<file path="src/rtl/cmd_responder_if.sv">
// rtl/cmd_responder_if.sv - command/response bus between UART command controller and responder
interface cmd_responder_if;
   logic [7:0]  i_cmd;
   logic [63:0] i_cmd_data;
   logic        i_cmd_new;
   logic        o_resp_ready;
   logic [63:0] o_resp_data;

   modport master (
      output i_cmd,
      output i_cmd_data,
      output i_cmd_new,
      input  o_resp_ready,
      input  o_resp_data
   );

   modport slave (
      input  i_cmd,
      input  i_cmd_data,
      input  i_cmd_new,
      output o_resp_ready,
      output o_resp_data
   );
endinterface

</file>
<file path="src/rtl/cmd_responder.sv">
// rtl/cmd_responder.sv - executes ping/write/read commands against an internal byte FIFO
module cmd_responder #(
   parameter int         DEPTH      = 16,
   parameter logic [7:0] EMPTY_BYTE = 8'hEE
) (
   input  logic                     i_clk,
   input  logic                     i_rst,
   cmd_responder_if.slave           cmd_bus,
   output logic [$clog2(DEPTH):0]   o_count,
   output logic                     o_full,
   output logic                     o_empty,
   output logic                     o_overflow,
   output logic                     o_underflow
);
   localparam int AW = $clog2(DEPTH);

   localparam logic [7:0]  CMD_PING  = 8'h70;
   localparam logic [7:0]  CMD_WRITE = 8'h77;
   localparam logic [7:0]  CMD_READ  = 8'h72;

   localparam logic [AW:0]   CNT_ONE  = 1;
   localparam logic [AW:0]   CNT_FULL = (AW+1)'(DEPTH);
   localparam logic [AW-1:0] PTR_ONE  = 1;

   typedef enum logic {
      S_IDLE,
      S_EXEC
   } state_t;

   state_t        r_state;
   logic          r_new_prev;
   logic [7:0]    r_cmd;
   logic [7:0]    r_data;
   logic [7:0]    r_resp_byte;
   logic          r_resp_ready;
   logic [AW-1:0] r_wr_ptr;
   logic [AW-1:0] r_rd_ptr;
   logic [AW:0]   r_count;
   logic          r_overflow;
   logic          r_underflow;
   logic [7:0]    r_mem [DEPTH];

   logic          w_rise;
   logic          w_full;
   logic          w_empty;
   logic          w_push;
   logic [3:0]    w_cnt4;
   logic [7:0]    w_status;
   logic          w_unused_ok;

   assign w_rise   = cmd_bus.i_cmd_new & ~r_new_prev;
   assign w_full   = (r_count == CNT_FULL);
   assign w_empty  = (r_count == '0);
   assign w_status = {r_overflow, r_underflow, w_full, w_empty, w_cnt4};

   // Only the low data byte carries command payload.
   assign w_unused_ok = &{1'b0, cmd_bus.i_cmd_data[63:8]};

   // The FIFO memory has no reset; a reset during EXEC must not store the byte.
   assign w_push = (r_state == S_EXEC) && (r_cmd == CMD_WRITE) && !w_full && !i_rst;

   generate
      if (AW >= 3) begin : g_cnt_wide
         assign w_cnt4 = r_count[3:0];
      end else begin : g_cnt_narrow
         assign w_cnt4 = {{(3-AW){1'b0}}, r_count};
      end
   endgenerate

   // FIFO storage write port.
   always_ff @(posedge i_clk) begin
      if (w_push) begin
         r_mem[r_wr_ptr] <= r_data;
      end
   end

   // Edge detect, two-state command FSM, FIFO pointers and sticky flags.
   always_ff @(posedge i_clk) begin
      if (i_rst) begin
         r_state      <= S_IDLE;
         r_new_prev   <= 1'b0;
         r_cmd        <= 8'h00;
         r_data       <= 8'h00;
         r_resp_byte  <= 8'h00;
         r_resp_ready <= 1'b0;
         r_wr_ptr     <= '0;
         r_rd_ptr     <= '0;
         r_count      <= '0;
         r_overflow   <= 1'b0;
         r_underflow  <= 1'b0;
      end else begin
         r_new_prev <= cmd_bus.i_cmd_new;
         case (r_state)
            S_IDLE: begin
               if (w_rise) begin
                  r_cmd        <= cmd_bus.i_cmd;
                  r_data       <= cmd_bus.i_cmd_data[7:0];
                  r_resp_ready <= 1'b0;
                  r_state      <= S_EXEC;
               end
            end
            S_EXEC: begin
               r_resp_ready <= 1'b1;
               r_state      <= S_IDLE;
               case (r_cmd)
                  CMD_PING: begin
                     if (r_data != 8'h00) begin
                        r_resp_byte <= r_data;
                     end else begin
                        r_resp_byte <= w_status;
                        r_overflow  <= 1'b0;
                        r_underflow <= 1'b0;
                     end
                  end
                  CMD_WRITE: begin
                     r_resp_byte <= 8'h00;
                     if (!w_full) begin
                        r_wr_ptr <= r_wr_ptr + PTR_ONE;
                        r_count  <= r_count + CNT_ONE;
                     end else begin
                        r_overflow <= 1'b1;
                     end
                  end
                  CMD_READ: begin
                     if (!w_empty) begin
                        r_resp_byte <= r_mem[r_rd_ptr];
                        r_rd_ptr    <= r_rd_ptr + PTR_ONE;
                        r_count     <= r_count - CNT_ONE;
                     end else begin
                        r_resp_byte <= EMPTY_BYTE;
                        r_underflow <= 1'b1;
                     end
                  end
                  default: begin
                     r_resp_byte <= 8'h00;
                  end
               endcase
            end
            default: begin
               r_state <= S_IDLE;
            end
         endcase
      end
   end

   assign cmd_bus.o_resp_ready = r_resp_ready;
   assign cmd_bus.o_resp_data  = {56'h0, r_resp_byte};
   assign o_count              = r_count;
   assign o_full               = w_full;
   assign o_empty              = w_empty;
   assign o_overflow           = r_overflow;
   assign o_underflow          = r_underflow;
endmodule
</file>
<file path="src/flat_wrapper.sv">
// flat-port wrapper written by rule: the top's interface ports become plain ports
module cmd_responder_flat 
#(
   parameter int         DEPTH      = 16,
   parameter logic [7:0] EMPTY_BYTE = 8'hEE
)
  (i_clk, i_rst, o_count, o_full, o_empty, o_overflow, o_underflow, cmd_bus_i_cmd, cmd_bus_i_cmd_data, cmd_bus_i_cmd_new, cmd_bus_o_resp_ready, cmd_bus_o_resp_data);
  cmd_responder_if cmd_bus_i ();
  input  logic i_clk;
  input  logic i_rst;
  output logic [$clog2(DEPTH):0] o_count;
  output logic o_full;
  output logic o_empty;
  output logic o_overflow;
  output logic o_underflow;
  input wire logic [$bits(cmd_bus_i.i_cmd)-1:0] cmd_bus_i_cmd;
  input wire logic [$bits(cmd_bus_i.i_cmd_data)-1:0] cmd_bus_i_cmd_data;
  input wire logic [$bits(cmd_bus_i.i_cmd_new)-1:0] cmd_bus_i_cmd_new;
  output wire logic [$bits(cmd_bus_i.o_resp_ready)-1:0] cmd_bus_o_resp_ready;
  output wire logic [$bits(cmd_bus_i.o_resp_data)-1:0] cmd_bus_o_resp_data;
  assign cmd_bus_i.i_cmd = cmd_bus_i_cmd;
  assign cmd_bus_i.i_cmd_data = cmd_bus_i_cmd_data;
  assign cmd_bus_i.i_cmd_new = cmd_bus_i_cmd_new;
  assign cmd_bus_o_resp_ready = cmd_bus_i.o_resp_ready;
  assign cmd_bus_o_resp_data = cmd_bus_i.o_resp_data;
  cmd_responder #(.DEPTH(DEPTH), .EMPTY_BYTE(EMPTY_BYTE)) u_core (.i_clk(i_clk), .i_rst(i_rst), .cmd_bus(cmd_bus_i), .o_count(o_count), .o_full(o_full), .o_empty(o_empty), .o_overflow(o_overflow), .o_underflow(o_underflow));
endmodule
</file>
<file path="config.mk">
export PLATFORM = sky130hd
export DESIGN_NAME = cmd_responder_flat
export DESIGN_NICKNAME = d
export VERILOG_FILES = /design/src/rtl/cmd_responder_if.sv /design/src/rtl/cmd_responder.sv /design/src/flat_wrapper.sv
export SDC_FILE = /design/constraint.sdc
export NUM_CORES = 1
export LEC_CHECK = 0
export ABC_AREA = 1
export CAP_MARGIN = 20
export CORE_AREA = 2 2 139 107
export DETAILED_ROUTE_END_ITERATION = 6
export DIE_AREA = 0 0 141 109
export GPL_ROUTABILITY_DRIVEN = 0
export PLACE_DENSITY = 0.87
export SLEW_MARGIN = 30
export SYNTH_ARGS = -nofsm -noshare
export SYNTH_HDL_FRONTEND = slang
export SYNTH_SLANG_ARGS = --single-unit
</file>
<file path="constraint.sdc">
create_clock -name i_clk -period 4.6 [get_ports i_clk]
set_clock_uncertainty 0.1 [all_clocks]
set_input_delay 0.69 -clock i_clk [delete_from_list [all_inputs] [get_ports i_clk]]
set_output_delay 0.69 -clock i_clk [all_outputs]
set_load 0.005 [all_outputs]
</file>
==> results of run 1 <==
-- kinds of logic (layout without fill, tap and decap cells) --
family          after synthesis  in the layout  share of synthesized area
other cells                   1             56                   0.000489
fa+ha+maj                     7              7                     0.0114
buf+inv                     130            114                     0.0942
flops                       174            174                      0.622
simple gates                265            265                      0.151
xor+xnor                      3              3                    0.00343
compound gates              161            161                      0.117
-- through the flow --
step	power, uW	cell area [um^2]	util	std cells	hold WS, ns
global route	3290	8500	0.602	960	0.398
global placement	1840	7920	0.561	928	0.366
CTS	3200	8500	0.602	960	0.385
detailed placement	1850	7920	0.561	928	0.371
floorplan	1830	7870	-	796	0.347
finish	3200	8500	0.602	960	0.386
-- area by class of cell --
cell class	instances	area [um^2]
fillers	1091	5620
multi-input cells	492	2390
flip-flops and latches	174	4770
clock buffers	21	503
inverters	43	165
clock inverters	11	72.6
repair buffers	39	383
well taps	180	225
-- Yosys cell counts, types with 5 or more instances --
| cell | n | share of area |
|---|---|---|
| inv_2 | 6 | 0.0029 |
| nand3_1 | 34 | 0.022 |
| o211ai_1 | 28 | 0.027 |
| buf_2 | 9 | 0.0059 |
| nand2_2 | 5 | 0.0041 |
| ha_1 | 7 | 0.011 |
| nand2_1 | 75 | 0.037 |
| nor2_4 | 7 | 0.010 |
| nand4_1 | 5 | 0.0041 |
| inv_1 | 35 | 0.017 |
| a21oi_1 | 29 | 0.019 |
| nor2_1 | 130 | 0.064 |
| dfxtp_1 | 46 | 0.12 |
| clkbuf_1 | 18 | 0.0088 |
| buf_4 | 58 | 0.057 |
| edfxtp_1 | 128 | 0.50 |
| o21ai_0 | 97 | 0.063 |
-- metal layers --
| layer | vias up | global-route usage | wire length (um) |
|---|---|---|---|
| li1 | 2499 | - | - |
| met1 | 2520 | 0.301 | 6870 |
| met2 | 256 | 0.353 | 7760 |
| met3 | 24 | 0.0641 | 1720 |
| met4 | 0 | 0.0679 | 191 |
| met5 | - | 0 | 0 |
-- registers in the layout, indices dropped and copies added (netlist names), named ones only --
signal,cells
u_core.o_count,5
u_core.r_cmd,8
u_core.r_state,1
u_core.r_resp_byte,8
u_core.r_mem,128
u_core.o_underflow,1
u_core.r_wr_ptr,4
u_core.r_data,8
u_core.r_rd_ptr,4
u_core.o_overflow,1
u_core.cmd_bus.o_resp_ready,1
u_core.r_new_prev,1
-- path summary, 6_finish.rpt --
| path | from | endpoint | slack, ns | depth (start not counted) |
|---|---|---|---|---|
| setup / recovery | i_rst | u_core.r_mem[11][3]$_DFFE_PP_ | 1.81 | 5 |
| hold / removal | u_core.cmd_bus.o_resp_ready$_SDFFE_PP0P_ | u_core.cmd_bus.o_resp_ready$_SDFFE_PP0P_ | 0.39 | 2 |
| setup reg to reg | u_core.r_state$_SDFF_PP0_ | u_core.r_mem[13][0]$_DFFE_PP_ | 1.95 | 8 |
| hold reg to reg | u_core.cmd_bus.o_resp_ready$_SDFFE_PP0P_ | u_core.cmd_bus.o_resp_ready$_SDFFE_PP0P_ | 0.39 | 2 |
-- worst max-delay path, cell delays in order --
cell and delay [ns]:
clkdlybuf4s50_1 0.40, buf_4 0.18, inv_1 0.48, nand3_1 0.32, nor2_1 0.67
-- report_power, final --
| part | internal (uW) | leakage, uW | switching (uW) | total, uW |
|---|---|---|---|---|
| combinational | 34.5 | 0.00127 | 50.8 | 85.3 |
| clock | 786 | 0.000297 | 595 | 1380 |
| sequential | 1700 | 0.00155 | 32.3 | 1730 |
| total | 2520 | 0.00312 | 678 | 3200 |
==> results.json, run 1 <==
{
  "max_freq_mhz": 358,
  "avgSynthCellArea_um2": 10.3,
  "grt_antenna_before_repair": 0,
  "rsz0062_at_grt": "false",
  "vias": 5299,
  "drcViolationCount": 0,
  "rows": 38,
  "cts_made_buffers": 17,
  "path_class": "primary input to flop",
  "path_clk_slew_ns": 0.06,
  "overflow": 0,
  "final.setup.worst_slack_ns": 1.81,
  "core_region_area_um2": 14100,
  "die_h_um": 109,
  "grt_pass1_wl_um": 25400,
  "synthDistinctLibCells": 33,
  "cts.sinks": 174,
  "die_w_um": 141,
  "via_per_inst": 5.52,
  "initial_core_util": 0.543,
  "crit_arrival_ns": 2.74,
  "wirelength_um": 16500,
  "grt_pass1_vias": 4891,
  "crit_required_ns": 4.55,
  "grt_max_degree": 65,
  "port_buffers": 36,
  "finalNetCount": 849,
  "final_common_cell": "nor2_1",
  "finalCriticalPeriod_ns": 2.79,
  "firstDrtPassIters": 5,
  "htreeDepth": 4,
  "cts.path.max_buffers": 2,
  "diodes": 0,
  "dpl.hpwl_um": 10300,
  "grt_use_total": 0.222,
  "endpoint_kind": "flop",
  "relSlewSlack": 0.413,
  "ant_nets": 0,
  "synth_edf_count": 128,
  "ir_drop_uv": 324,
  "tritoncts": "done",
  "drv_slew": 0,
  "drt-initial-drc-count": 598,
  "num_io_pins": 149,
  "synth_seq_cells": 174,
  "wire_per_inst_um": 17.2,
  "post-cts-setup-buffers": 0,
  "yosys_warnings": 0,
  "ys_seq_area_frac": 0.622,
  "synthArstFlopShare": 0,
  "clk_latency_ns": 0.43,
  "p_leak_uw": 0.00312,
  "final_hold_viol_count": 0,
  "setup_tns_ns": 0,
  "setup_violations": 0,
  "syn_area_um2": 7660,
  "crit_fanout": 24,
  "power_density_nw_per_um2": 376,
  "final_cell_mix": "129 x nor2_1, 128 x edfxtp_1, 97 x o21ai_0",
  "hold_class": "flop to flop",
  "synth_cells": 741,
  "drive_gt1_frac": 0.0782,
  "status": "finished clean",
  "postCtsHoldBufs": 0,
  "max_cap_viol_count": 0,
  "post_cts_resized": 0,
  "clockRootBuffer": "clkbuf_16",
  "worst_pin_slew_ns": 0.877,
  "die_area_um2": 15400,
  "post-place-ws_ns": 1.38,
  "area.growth.synth_to_final_pct": 10.9,
  "min_period_over_period": 0.606,
  "cp-start-kind": "primary input",
  "synth_ff_type": "edfxtp_1"
}
No activity file was read; power rests on OpenSTA's default activity.
==> inputs of run 2 (changes only) <==
- CORE_AREA: 2 2 139 107 -> 2 2 151 116
- DIE_AREA: 0 0 141 109 -> 0 0 153 118
- PLACE_DENSITY: 0.87 -> 0.79
- clock period: 4.6 -> 2.3 ns (I/O delays scaled with it)
==> run 2 against run 1 <==
Sequential power up 99%. Global-route usage decreased by 3.5 points. Via count grew 1.1%. Non-clock buffer count rose by 28. Routed wire length grew 1.1%. Design area up 3.3%. Register-to-register slack lost 1.8 ns. Total power rose by 100%. Critical path depth shrank 1. Critical path type is now flop to primary output. Highest routed layer unchanged.
==> results.json, run 2 (synthesis results as in run 1) <==
{
  "fin_area_um2": 8780,
  "via_per_inst": 5.24,
  "port_buffers": 36,
  "status": "finished clean",
  "grt_pass1_wl_um": 26200,
  "min_period_over_period": 0.953,
  "p_leak_uw": 0.00327,
  "crit_chain": "nor2_1 -> nand4_1 -> inv_2 -> clkdlybuf4s50_1",
  "ant_nets": 0,
  "dp_cells": 989,
  "relSlewSlack": 0.506,
  "ir_drop_uv": 482,
  "worst_pin_slew_ns": 0.741,
  "final.setup.worst_slack_ns": 0.108,
  "initial_core_util": 0.463,
  "seqPwrFrac": 0.532,
  "crit_arrival_ns": 1.75,
  "area.growth.synth_to_final_pct": 14.5,
  "p_int_uw": 5080,
  "combPwrFrac": 0.031,
  "endpoint_kind": "primary output",
  "grt_pass1_vias": 4941,
  "crit_fanout": 7,
  "firstDrtPassIters": 5,
  "drv_slew": 0,
  "final_hold_viol_count": 0,
  "path_clk_slew_ns": 0.07,
  "diodes": 0,
  "post-place-ws_ns": 0.170,
  "wire_per_inst_um": 16.4,
  "p_clk_frac": 0.437,
  "rows": 41,
  "drive_gt1_frac": 0.111,
  "setup_violations": 0,
  "htreeDepth": 4,
  "grt_max_degree": 62,
  "cts.sinks": 174,
  "die_h_um": 118,
  "num_io_pins": 149,
  "drt-initial-drc-count": 501,
  "drcViolationCount": 0,
  "final_common_cell": "nor2_1",
  "max_cap_viol_count": 0,
  "final_cell_mix": "129 x nor2_1, 128 x edfxtp_1, 97 x o21ai_0",
  "cpPeakStageDelay_ns": 0.51,
  "power_density_nw_per_um2": 738,
  "crit_slowest_cell": "clkdlybuf4s50_1",
  "vias": 5356,
  "die_area_um2": 18100,
  "cp-start-kind": "flop",
  "grt_use_total": 0.187,
  "finalNetCount": 877,
  "grt_antenna_before_repair": 0,
  "path_class": "flop to primary output",
  "core_region_area_um2": 16600,
  "finalCriticalPeriod_ns": 2.19,
  "clk_latency_ns": 0.43,
  "postCtsHoldBufs": 0,
  "largest_reg_flops": 128,
  "wirelength_um": 16700,
  "p_sw_uw": 1390,
  "clockRootBuffer": "clkbuf_16",
  "crit_required_ns": 1.86,
  "holdWs_ns": 0.353,
  "final_cells": 1023,
  "die_w_um": 153,
  "dpl.hpwl_um": 10600,
  "overflow": 0,
  "cts.path.max_buffers": 2,
  "n_fill_cell": 1414,
  "tritoncts": "done",
  "dpl-instance-area_um2": 8170,
  "regMostFlops": "u_core.r_mem",
  "max_freq_mhz": 456,
  "cts_made_buffers": 17,
  "hold_class": "primary input to flop",
  "switching_share": 0.215,
  "p_total_uw": 6480
}
==> run 2: changes by cell type in the layout (fill, tap and decap cells not counted), sizes merged <==
cell,previous run,this run
clkinvlp,0,1
inv,48,47
buf,3,31
==> run 2: what timing repair did <==
item	CTS	global route
setup endpoints to repair	0	19
resized for setup	0	2
endpoints found under the hold margin	0	0
setup buffers	0	2
==> run 2: final timing paths <==
check | from | endpoint | slack, ns | cells past startpoint
setup reg to reg | u_core.r_cmd[7]$_SDFFE_PP0P_ | u_core.r_mem[8][2]$_DFFE_PP_ | 0.16 | 12
hold / removal | cmd_bus_i_cmd[1] | u_core.r_cmd[1]$_SDFFE_PP0P_ | 0.35 | 3
hold reg to reg | u_core.r_cmd[6]$_SDFFE_PP0P_ | u_core.r_cmd[6]$_SDFFE_PP0P_ | 0.38 | 2
setup / recovery | u_core.o_count[1]$_SDFFE_PP0P_ | o_full | 0.11 | 4
==> run 2: worst max-delay path, delay by kind of cell, from the launching register on <==
family                 cells  cell delay (ns)
flip-flops                 1             0.37
buffers and inverters      2             0.65
AND/OR/NAND/NOR            2             0.31
==> run 2: through the flow <==
stage / util / TNS (ns)
finish: 0.530 / 0
global route: 0.530 / -0.00939
CTS: 0.529 / 0
detailed placement: 0.493 / 0
global placement: 0.493 / 0
floorplan: - / 0
==> run 2: area by class of cell <==
class	instances	area, um^2	area share
sequential	174	4770	0.543
multi-input combinational	492	2390	0.272
timing repair buffer	67	606	0.0690
clock buffer	21	514	0.0586
tap	215	269	0.0306
inverter	43	164	0.0187
clock inverter	11	73.8	0.00841
==> run 2: metal layers <==
metal | vias up | GRT usage | wire, um
li1 | 2546 | - | -
met1 | 2546 | 0.266 | 7470
met2 | 246 | 0.288 | 7630
met3 | 18 | 0.0512 | 1440
met4 | 0 | 0.0422 | 197
met5 | - | 0 | 0
==> run 2: power groups by stage <==
stage	registers, uW	logic (uW)	clock network, uW
6_report	3450	202	2830
5_1_grt	3450	225	2980
4_1_cts	3450	198	2840
3_5_place_dp	3510	196	0
3_3_place_gp	3510	191	0
2_1_floorplan	3500	170	0
